[config.mk]
export PLATFORM = sky130hd
export DESIGN_NAME = term_ram_sched
export DESIGN_NICKNAME = d
export VERILOG_FILES = /design/src/rtl/term_ram_sched.sv
export SDC_FILE = /design/constraint.sdc
export NUM_CORES = 1
export LEC_CHECK = 0
export CORE_MARGIN = 2
export CORE_UTILIZATION = 55
export DETAILED_ROUTE_END_ITERATION = 7
export PLACE_DENSITY = 0.84
export SLEW_MARGIN = 20
export SYNTH_ARGS = -nofsm -noshare
export SYNTH_HDL_FRONTEND = slang
export SYNTH_SLANG_ARGS = --single-unit
[constraint.sdc]
create_clock -name clk -period 5.87 [get_ports clk]
set_input_delay 0.587 -clock clk [delete_from_list [all_inputs] [get_ports clk]]
set_output_delay 0.587 -clock clk [all_outputs]
set_load 0.1 [all_outputs]
[src/rtl/term_ram_sched.sv]
// term_ram_sched: shares one registered RAM write port between a fire-and-forget
// FIFO-buffered requester A, a req/gnt requester B and a full-screen clear engine.
module term_ram_sched #(
  parameter logic [7:0] CLR_CHAR = 8'h20,
  parameter int ADDR_W = 10,
  parameter int AF_DEPTH = 4
) (
  input  logic              clk,
  input  logic              rst,
  input  logic              a_valid,
  input  logic [ADDR_W-1:0] a_addr,
  input  logic [7:0]        a_data,
  output logic              a_ovf,
  input  logic              b_req,
  input  logic [ADDR_W-1:0] b_addr,
  input  logic [7:0]        b_data,
  output logic              b_gnt,
  input  logic              clr_start,
  output logic              clr_busy,
  output logic              ram_we,
  output logic [ADDR_W-1:0] ram_addr,
  output logic [7:0]        ram_d
);
  localparam int PW = $clog2(AF_DEPTH);
  typedef enum logic {IDLE, CLEAR} state_t;
  state_t r_state, w_state_nx;
  logic [ADDR_W-1:0] r_af_addr [AF_DEPTH];
  logic [7:0]        r_af_data [AF_DEPTH];
  logic [PW:0]       r_wp, r_rp;
  logic [ADDR_W-1:0] r_cnt;
  logic              w_empty, w_full, w_pop, w_push, w_drop, w_clr_go, w_iss;
  logic [ADDR_W-1:0] w_iss_addr;
  logic [7:0]        w_iss_data;
  assign w_empty  = r_wp == r_rp;
  assign w_full   = (r_wp[PW] != r_rp[PW]) && (r_wp[PW-1:0] == r_rp[PW-1:0]);
  assign w_drop   = a_valid && w_full && !w_pop;
  assign w_push   = a_valid && !w_drop;
  assign clr_busy = r_state == CLEAR;
  always_ff @(posedge clk)
    if (rst) r_state <= IDLE;
    else r_state <= w_state_nx;
  // Priority: clear engine, then clear request, then A FIFO, then B.
  always_comb begin
    w_state_nx = r_state;
    w_pop      = 1'b0;
    w_clr_go   = 1'b0;
    b_gnt      = 1'b0;
    w_iss      = 1'b0;
    w_iss_addr = r_cnt;
    w_iss_data = CLR_CHAR;
    if (r_state == CLEAR) begin
      w_iss      = 1'b1;
      w_state_nx = &r_cnt ? IDLE : CLEAR;
    end else if (clr_start) begin
      w_clr_go   = 1'b1;
      w_state_nx = CLEAR;
    end else if (!w_empty) begin
      w_pop      = 1'b1;
      w_iss      = 1'b1;
      w_iss_addr = r_af_addr[r_rp[PW-1:0]];
      w_iss_data = r_af_data[r_rp[PW-1:0]];
    end else if (b_req) begin
      b_gnt      = !rst;
      w_iss      = 1'b1;
      w_iss_addr = b_addr;
      w_iss_data = b_data;
    end
  end
  always_ff @(posedge clk)
    if (rst) begin
      r_wp     <= '0;
      r_rp     <= '0;
      r_cnt    <= '0;
      ram_we   <= 1'b0;
      ram_addr <= '0;
      ram_d    <= '0;
      a_ovf    <= 1'b0;
    end else begin
      if (w_push) begin
        r_af_addr[r_wp[PW-1:0]] <= a_addr;
        r_af_data[r_wp[PW-1:0]] <= a_data;
        r_wp <= r_wp + 1'b1;
      end
      if (w_pop) r_rp <= r_rp + 1'b1;
      // Counter wraps to 0 on the final clear write, ready for the next clear.
      r_cnt  <= (r_state == CLEAR) ? r_cnt + 1'b1 : '0;
      ram_we <= w_iss;
      if (w_iss) begin
        ram_addr <= w_iss_addr;
        ram_d    <= w_iss_data;
      end
      a_ovf <= w_drop | (a_ovf & !w_clr_go);
    end
endmodule

==> impl_metrics.env, run 1 <==
export IMPL_initial_core_utilization_pct=56.5
export IMPL_clock_skew_ps=9.45
export IMPL_cts_sinks=111
export IMPL_grtUsageTotal_pct=19.8
export IMPL_first_pass_grt_wire_length_um=13300
export IMPL_yosys_register_bits=111
export IMPL_crit_path_max_incr_delay_ps=1140
export IMPL_synth_xor_xnor_area_share_pct=2.64
export IMPL_post_cts_setup_buffers=0
export IMPL_power_density_cell_area_mw_per_mm2=299
export IMPL_die_height_um=95.4
export IMPL_post_place_cells=471
export IMPL_rsz0062_at_grt="false"
export IMPL_numCtsBuffers=9
export IMPL_multi_input_comb_area_mm2=0.00148
export IMPL_port_buffers=62
export IMPL_timing_critical_path_cells="xor2_1 -> nor3_4 -> and4b_1 -> clkdlybuf4s50_1"
export IMPL_min_delay_path_class="register to register"
export IMPL_grt_remaining_overflow=0
export IMPL_layout_drive_gt1_share_pct=10.5
export IMPL_worst_endpoint_required_ps=5280
export IMPL_crit_fanout=23
export IMPL_antenna_found_initial=0
export IMPL_wl_um=8530
export IMPL_drc=0
export IMPL_postLayoutCellArea_mm2=0.00545
export IMPL_finalNonFillerCells=487
export IMPL_maxCapViolCount=0
export IMPL_p_total_mw=1.63
export IMPL_totalNegativeSetupSlack_ps=0
export IMPL_timing_fmax_ghz=0.247
export IMPL_synth_adder_area_share_pct=1.63
export IMPL_tritoncts="built"
export IMPL_dp_hpwl_um=5840
export IMPL_critPathKind="register to primary output"
export IMPL_synth_simple_gate_area_share_pct=6.59
export IMPL_place_gp_congestion=0.848
export IMPL_worst_voltage_drop_across_the_vdd_grid_v=0.000159
export IMPL_cp_start_kind="register"
export IMPL_grt_pass1_vias=2736
export IMPL_wire_per_inst_um=17.5
export IMPL_syn_instance_count=321
export IMPL_pin_count=63
export IMPL_dr_total_vias=2743
export IMPL_outcome="complete, no violations"
export IMPL_finalCritPeriodShare_pct=68.9
export IMPL_syn2layout_area_growth_pct=18.7
export IMPL_layout_core_utilization_pct=67.0
export IMPL_area_sequential_mm2=0.00294
export IMPL_core_rowCount=33
export IMPL_h_tree_depth=3
export IMPL_path_clk_slew_ps=100
export IMPL_ys_warnings_count=0
export IMPL_static_leakage_power_nw=1.78
export IMPL_drt_iter0_markers=139
export IMPL_placeableCoreArea_mm2=0.00813
export IMPL_post_dp_cell_area_mm2=0.00527
export IMPL_final_max_slew_viol_count=0
export IMPL_insertion_delay_ps=360
export IMPL_slowest_stage="clkdlybuf4s50_1"
export IMPL_final_setup_viol_count=0
export IMPL_synth_nets=368
export IMPL_cp_buffers_inverters=1
export IMPL_complex_gate_fraction_of_the_synthesized_area_pct=9.56
export IMPL_viasPerCell=5.63
export IMPL_grt_max_degree=34
export IMPL_die_w_um=95.4
export IMPL_critical_path_capture_point_type="primary output"
export IMPL_buffer_cell_driving_the_clock_tree_root="clkbuf_8"
export IMPL_ant_nets=0
export IMPL_antennaDiodeCount=0
export IMPL_post_synth_mux_area_share_pct=11.4
export IMPL_netlist_cell_type_count=42
export IMPL_arrival_ps=3460
export IMPL_max_slew_margin_rel_pct=32.4
export IMPL_mappedNetlistArea_mm2=0.00459
export IMPL_synthesis_area_per_instance_um2=14.3
export IMPL_timing_worst_slew_pin_value_ps=1010
export IMPL_final_period_minus_worst_setup_slack_ps=4050
export IMPL_nFillCells=577
export IMPL_cts_max_path_buffers=2
export IMPL_die_area_mm2=0.00910
export IMPL_post_cts_resized_instances=0
export IMPL_cts_hold_fix_bufs=0
export IMPL_crit_family="simple AND/OR/NAND/NOR gates"
export IMPL_timing_final_hold_violations=0
export IMPL_nNetsFinal=424
export IMPL_synth_top_family_by_area="multiplexers"
export IMPL_dr_pass1_iters=4
export IMPL_synth_seq_area_share_pct=64.1
[cell families (layout without fill, tap and decap cells)]
group | count (synthesis) | after routing
compound gates | 66 | 66
xor+xnor | 13 | 13
fa+ha+maj | 6 | 6
buf+inv | 41 | 102
flops | 111 | 111
mux | 30 | 30
simple gates | 54 | 54
[power by group]
| group | internal, mW | total (mW) | switching [mW] |
|---|---|---|---|
| logic | 0.121 | 0.334 | 0.213 |
| registers | 0.863 | 0.882 | 0.0184 |
| clock network | 0.160 | 0.413 | 0.252 |
[synthesized netlist by cell type]
master,count,area [um2]
xor2_1,3,26.3
nor4_1,3,18.8
o32ai_1,7,61.3
nor3_4,1,16.3
nor3_1,2,10.0
dfxtp_1,39,781
o31a_1,7,61.3
xnor2_1,9,78.8
a22o_1,1,8.76
nand3b_1,1,7.51
nand2b_1,13,81.3
edfxtp_1,72,2160
o41a_1,1,11.3
a31oi_1,7,43.8
o21ai_0,10,50.1
nand3_1,3,15.0
a311oi_1,1,8.76
o41ai_4,1,27.5
buf_6,2,22.5
nand4_1,2,12.5
mux2i_1,12,120
mux4_2,18,405
buf_2,4,20.0
xor2_2,1,16.3
a21oi_1,25,125
nor2b_1,2,12.5
o21ai_1,2,10.0
or2_1,1,6.26
clkbuf_1,10,37.5
buf_4,3,22.5
inv_1,21,78.8
nand2_1,1,3.75
and2_1,3,18.8
ha_1,6,75.1
a211oi_1,1,7.51
or4_1,1,7.51
or3_1,3,18.8
o31ai_1,2,15.0
buf_1,1,3.75
o311ai_0,1,8.76
and4b_1,1,10.0
nor2_1,17,63.8
[placed cells by master (no fill, tap or decap), types with 2 or more instances in the layout]
master,count
and2_1,3
a21oi_1,25
o21ai_1,2
o31ai_1,2
xnor2_1,9
ha_1,6
buf_4,3
o31a_1,7
dfxtp_1,39
nand3_1,3
mux4_2,18
inv_6,2
o21ai_0,10
inv_1,21
clkdlybuf4s50_1,62
nor3_4,2
xor2_1,3
clkinvlp_4,2
a31oi_1,7
edfxtp_1,72
nor4_1,3
nor2b_1,2
mux2i_1,12
nor2_1,17
or3_1,3
o32ai_1,7
nand4_1,2
clkbuf_8,9
nand2b_1,13
[worst paths after layout]
check / from / end / slack [ps] / depth (start not counted)
hold reg to reg: ram_d[2] / ram_d[2] / 490 / 2
setup / recovery: r_wp[0] / b_gnt / 1820 / 4
setup reg to reg: r_wp[1] / r_af_addr[2][3] / 3000 / 4
hold / removal: ram_d[2] / ram_d[2] / 490 / 2
[cell type report]
type / count / area share (%)
multi-input combinational: 169 / 27.1
tap: 105 / 2.41
sequential: 111 / 54.0
inverter: 21 / 1.45
clock inverter: 6 / 0.987
timing repair buffer: 65 / 11.8
clock buffer: 10 / 2.34
[state kept, by name, summed over array words and instances, names as in the netlist, named ones only]
signal and count:
ram_we 1, r_af_addr 40, a_ovf 1, ram_addr 10, r_rp 3, r_af_data 32
ram_d 8, r_cnt 10, clr_busy 1, r_wp 3
[metal layers]
metal  up-vias  part of all wire [%]  global-route usage (%)
met1      1332                    42                    25.4
met4         0                   1.1                    6.31
met3         6                   6.5                    5.77
met2        83                    50                    32.9
met5         -                     0                       0
li1       1322                     -                       -
[through the flow]
step | setup slack [ps] | hold slack [ps]
floorplan | 2700 | 441
global placement | 2290 | 465
detailed placement | 2200 | 476
CTS | 1800 | 491
global route | 1640 | 521
finish | 1820 | 494
[worst reg2reg max path, stage by stage, from the launching register on]
cell and delay (ps):
dfxtp_1 430, xor2_1 820, o41ai_4 260, nor2_1 220, and2_1 770
Note: power is estimated with default switching activity, not from simulation.
==> run 2: changes to the inputs <==
--- a/config.mk
+++ b/config.mk
@@ -6,9 +6,9 @@
 export NUM_CORES = 1
 export LEC_CHECK = 0
 export CORE_MARGIN = 2
-export CORE_UTILIZATION = 55
+export CORE_UTILIZATION = 54
 export DETAILED_ROUTE_END_ITERATION = 7
-export PLACE_DENSITY = 0.84
+export PLACE_DENSITY = 0.83
 export SLEW_MARGIN = 20
 export SYNTH_ARGS = -nofsm -noshare
 export SYNTH_HDL_FRONTEND = slang
==> constraint.sdc (replaced) <==
create_clock -name clk -period 4.1 [get_ports clk]
set_input_delay 0.41 -clock clk [delete_from_list [all_inputs] [get_ports clk]]
set_output_delay 0.41 -clock clk [all_outputs]
set_load 0.1 [all_outputs]
==> run 2 against run 1 <==
  * Sequential power rose by 43%
  * Sequential cell count did not move
  * Clock-buffer cell count fell by 1
  * Die area rose by 1.8%
  * Critical endpoint unchanged
  * Wire length fell by 0.83%
  * Final area barely moved
  * Register-to-register slack got worse by 1700 ps
  * Via count fell by 0.29%
  * Setup slack got worse by 780 ps
  * Critical path depth did not move
==> impl_metrics.env, run 2 (synthesis gave the netlist of run 1 again) <==
export IMPL_pin_count=63
export IMPL_viasPerCell=5.59
export IMPL_rsz0062_at_grt="false"
export IMPL_layout_drive_gt1_share_pct=11.2
export IMPL_drt_iter0_markers=62
export IMPL_timing_final_hold_violations=0
export IMPL_totalNegativeSetupSlack_ps=0
export IMPL_p_total_mw=2.34
export IMPL_drc=0
export IMPL_dr_total_vias=2735
export IMPL_met2_wirelength_um=4340
export IMPL_insertion_delay_ps=360
export IMPL_critPathKind="register to primary output"
export IMPL_post_cts_setup_buffers=0
export IMPL_first_pass_grt_wire_length_um=13400
export IMPL_crit_fanout=23
export IMPL_critical_path_capture_point_type="primary output"
export IMPL_h_tree_depth=3
export IMPL_nFillCells=592
export IMPL_cp_start_kind="register"
export IMPL_grt_remaining_overflow=0
export IMPL_timing_hold_worst_path_depth=2
export IMPL_static_leakage_power_nw=1.80
export IMPL_slowest_stage="nor3_4"
export IMPL_maxCapViolCount=0
export IMPL_worst_voltage_drop_across_the_vdd_grid_v=0.000230
export IMPL_layout_core_utilization_pct=66.4
export IMPL_finalHoldWorstSlack_ps=481
export IMPL_r2r_start="r_wp[0]"
export IMPL_regToRegEndpoint="r_af_addr[1][7]"
export IMPL_path_clk_slew_ps=100
export IMPL_numCtsBuffers=9
export IMPL_die_height_um=96.2
export IMPL_placeableCoreArea_mm2=0.00822
export IMPL_post_place_cells=473
export IMPL_grtUsageTotal_pct=19.7
export IMPL_cts_sinks=111
export IMPL_wire_per_inst_um=17.3
export IMPL_timing_fmax_ghz=0.328
export IMPL_initial_core_utilization_pct=55.9
export IMPL_route_top_layer_used="met4"
export IMPL_die_w_um=96.2
export IMPL_rr_worst_depth=4
export IMPL_post_cts_resized_instances=0
export IMPL_timing_hold_worst_start="ram_d[7]"
export IMPL_die_area_mm2=0.00926
export IMPL_max_slew_margin_rel_pct=31.8
export IMPL_buffer_cell_driving_the_clock_tree_root="clkbuf_8"
export IMPL_clock_skew_ps=8.93
export IMPL_worst_endpoint_required_ps=3690
export IMPL_timing_critical_path_cells="xor2_1 -> nor3_4 -> and4b_1 -> buf_4"
export IMPL_port_buffers=62
export IMPL_finalNonFillerCells=489
export IMPL_crit_family="simple AND/OR/NAND/NOR gates"
export IMPL_outcome="complete, no violations"
export IMPL_final_cell_mix="edfxtp_1 (72), clkdlybuf4s50_1 (61), dfxtp_1 (39)"
export IMPL_grt_max_degree=33
export IMPL_finalCritPeriodShare_pct=74.4
export IMPL_dr_pass1_iters=4
export IMPL_ant_nets=0
export IMPL_cts_hold_fix_bufs=0
export IMPL_antenna_found_initial=0
export IMPL_min_delay_path_class="register to register"
export IMPL_crit_path_max_incr_delay_ps=930
export IMPL_met3_length_um=309
export IMPL_mostFrequentLayoutCell="edfxtp_1"
export IMPL_cts_max_path_buffers=2
export IMPL_power_density_cell_area_mw_per_mm2=428
export IMPL_arrival_ps=2640
export IMPL_largest_reg_flops=40
export IMPL_startpoint="r_wp[0]"
export IMPL_tritoncts="built"
export IMPL_worst_r2r_setup_slack_ps=1300
export IMPL_timing_worst_slew_pin_value_ps=1020
export IMPL_nNetsFinal=426
export IMPL_syn2layout_area_growth_pct=18.8
export IMPL_route_layer_met1_wl_um=3710
export IMPL_dp_hpwl_um=6010
export IMPL_wl_um=8460
export IMPL_place_gp_congestion=0.813
export IMPL_cp_buffers_inverters=1
export IMPL_final_max_slew_viol_count=0
export IMPL_worst_hold_path_endpoint="ram_d[7]"
export IMPL_core_rowCount=33
export IMPL_final_period_minus_worst_setup_slack_ps=3050
export IMPL_grt_pass1_vias=2762
export IMPL_final_setup_viol_count=0
export IMPL_antennaDiodeCount=0
## run 2: worst reg2reg max path, delay by kind of cell, from the launching register on
| family | cells | cell delay (ps) |
|---|---|---|
| simple gates | 2 | 950 |
| xor+xnor | 1 | 810 |
| flops | 1 | 420 |
| compound gates | 1 | 250 |
## run 2: where the power goes
| group | total (mW) | leakage [nW] | switching [mW] | internal, mW |
|---|---|---|---|---|
| Clock | 0.596 | 0.0944 | 0.365 | 0.231 |
| Sequential | 1.26 | 0.973 | 0.0264 | 1.24 |
| Combinational | 0.478 | 0.731 | 0.304 | 0.174 |
| Total | 2.34 | 1.80 | 0.695 | 1.64 |
## run 2: per-layer routing
layer,GRT usage [%],vias to the layer above
met3,4.46,8
met5,0,-
met4,6.07,0
li1,-,1325
met2,33.4,51
met1,25.4,1351
## run 2: worst max-delay path by stage
stage / endpoint / slack (ps) / cells past startpoint
CTS: b_gnt / 1050 / 4
detailed placement: r_af_addr[0][1] / 1300 / 4
global route: b_gnt / 880 / 4
floorplan: r_af_addr[3][0] / 930 / 4
global placement: r_af_addr[1][6] / 1420 / 4
finish: b_gnt / 1050 / 4
## run 2: final cells by class
type                            instances  area [um2]  area share, %
Clock inverter                          7        55.1           1.01
Timing Repair Buffer                   67         656           12.0
Clock buffer                            9         124           2.27
Inverter                               21        78.8           1.44
Sequential cell                       111        2940           53.9
Multi-Input combinational cell        169        1470           26.9
Tap cell                              105         131           2.41
## run 2: stage by stage
stage	cell area (um2)	setup WS, ps
5_1_grt	5460	877
3_3_place_gp	5280	1420
6_report	5460	1050
2_1_floorplan	4590	934
3_5_place_dp	5280	1300
4_1_cts	5460	1050
==> run 3: changes to the inputs <==
==> constraint.sdc (replaced) <==
create_clock -name clk -period 2.85 [get_ports clk]
set_input_delay 0.285 -clock clk [delete_from_list [all_inputs] [get_ports clk]]
set_output_delay 0.285 -clock clk [all_outputs]
set_load 0.1 [all_outputs]
==> run 3 against run 2 <==
  * Clock power is 52% higher
  * Combinational power grew 45%
  * Global-route usage decreased by 0.086 points
  * First-iteration DRC count up 82%
  * Clock-buffer cell count did not move
  * Hold slack better by 7.7 ps
  * Register-to-register slack got worse by 690 ps
  * Sequential cell count did not move
==> impl_metrics.env, run 3 (synthesis gave the netlist of run 1 again) <==
export IMPL_outcome="complete, no violations"
export IMPL_post_cts_setup_buffers=0
export IMPL_h_tree_depth=3
export IMPL_drc=0
export IMPL_numCtsBuffers=9
export IMPL_critPathKind="register to primary output"
export IMPL_timing_worst_slew_pin_value_ps=915
export IMPL_initial_core_utilization_pct=55.9
export IMPL_worst_voltage_drop_across_the_vdd_grid_v=0.000333
export IMPL_min_delay_path_class="register to register"
export IMPL_crit_fanout=15
export IMPL_dr_pass1_iters=4
export IMPL_grt_busiest_layer="met2"
export IMPL_power_density_cell_area_mw_per_mm2=625
export IMPL_static_leakage_power_nw=1.86
export IMPL_maxCapViolCount=0
export IMPL_nFillCells=581
export IMPL_ant_nets=0
export IMPL_final_period_minus_worst_setup_slack_ps=2510
export IMPL_largest_reg_flops=40
export IMPL_wire_per_inst_um=17.4
export IMPL_grtUsageTotal_pct=19.6
export IMPL_worst_endpoint_required_ps=2570
export IMPL_globalRouteMet3Util_pct=4.23
export IMPL_arrival_ps=2220
export IMPL_max_slew_margin_rel_pct=39.0
export IMPL_finalCritPeriodShare_pct=87.9
export IMPL_die_height_um=96.2
export IMPL_final_setup_viol_count=0
export IMPL_grt_pass1_vias=2723
export IMPL_tritoncts="built"
export IMPL_first_pass_grt_wire_length_um=13300
export IMPL_dp_hpwl_um=6000
export IMPL_cts_sinks=111
export IMPL_die_area_mm2=0.00926
export IMPL_insertion_delay_ps=380
export IMPL_crit_path_max_incr_delay_ps=520
export IMPL_place_gp_congestion=0.805
export IMPL_final_cell_mix="edfxtp_1 (72), clkdlybuf4s50_1 (40), dfxtp_1 (39)"
export IMPL_grt_remaining_overflow=0
export IMPL_nNetsFinal=430
export IMPL_cts_hold_fix_bufs=0
export IMPL_layout_drive_gt1_share_pct=17.8
export IMPL_timing_final_hold_violations=0
export IMPL_drt_iter0_markers=113
export IMPL_wl_um=8590
export IMPL_finalHoldWorstSlack_ps=489
export IMPL_grt_use_met1_pct=26.2
export IMPL_p_total_mw=3.42
export IMPL_mostFrequentLayoutCell="edfxtp_1"
export IMPL_rsz0062_at_grt="false"
export IMPL_antenna_found_initial=0
export IMPL_cp_start_kind="register"
export IMPL_timing_critical_path_cells="xor2_1 -> buf_4 -> nor3_4 -> and4b_1 -> buf_12"
export IMPL_timing_fmax_ghz=0.399
export IMPL_pin_count=63
export IMPL_syn2layout_area_growth_pct=19.1
export IMPL_grt_met2_usage_pct=31.7
export IMPL_die_w_um=96.2
export IMPL_grt_max_degree=33
export IMPL_post_cts_resized_instances=0
export IMPL_port_buffers=62
export IMPL_critical_path_capture_point_type="primary output"
export IMPL_final_max_slew_viol_count=0
export IMPL_core_rowCount=33
export IMPL_clock_skew_ps=13.9
export IMPL_viasPerCell=5.61
export IMPL_placeableCoreArea_mm2=0.00822
export IMPL_totalNegativeSetupSlack_ps=0
export IMPL_cts_max_path_buffers=2
export IMPL_buffer_cell_driving_the_clock_tree_root="clkbuf_8"
export IMPL_slowest_stage="nor3_4"
export IMPL_path_clk_slew_ps=100
export IMPL_antennaDiodeCount=0
export IMPL_dr_total_vias=2767
run 3: area by class of cell:
type                       count  area (um2)  share of cell area [%]
multi-input combinational    169        1470                    26.9
timing repair buffer          71         646                    11.8
sequential                   111        2940                    53.8
tap                          105         131                    2.40
inverter                      21        78.8                    1.44
clock inverter                 7        76.3                    1.40
clock buffer                   9         124                    2.27
run 3: stage by stage:
stage	utilization [%]	worst slack, ps	std cells	area, um2
after floorplan	-	236	321	4600
after global placement	64.1	380	477	5270
after detailed placement	64.1	304	477	5270
after CTS	66.5	338	493	5470
after global routing	66.5	221	493	5470
final	66.5	344	493	5470
run 3: critical path: cells and delay by family, from the launching register on:
family | cells | cell delay (ps)
and+or+nand+nor | 2 | 870
buffers and inverters | 2 | 390
DFF | 1 | 380
xor gates and xnor gates | 1 | 220
run 3: layer usage:
metal / routed length, um / vias up
met5: 0 / -
met2: 4330 / 79
met1: 3670 / 1346
met4: 134 / 0
li1: - / 1330
met3: 459 / 12
run 3: path summary, 6_finish.rpt:
| check | startpoint | to | slack (ps) | cells after the start |
|---|---|---|---|---|
| max | r_wp[0] | b_gnt | 340 | 5 |
| min | ram_d[7] | ram_d[7] | 490 | 2 |
| max reg2reg | r_wp[0] | r_af_addr[1][8] | 610 | 4 |
| min reg2reg | ram_d[7] | ram_d[7] | 490 | 2 |
run 3: where the power goes:
part           internal [mW]  switching (mW)  total, mW
sequential              1.78          0.0363       1.81
combinational          0.252           0.443      0.694
clock                  0.345           0.562      0.906
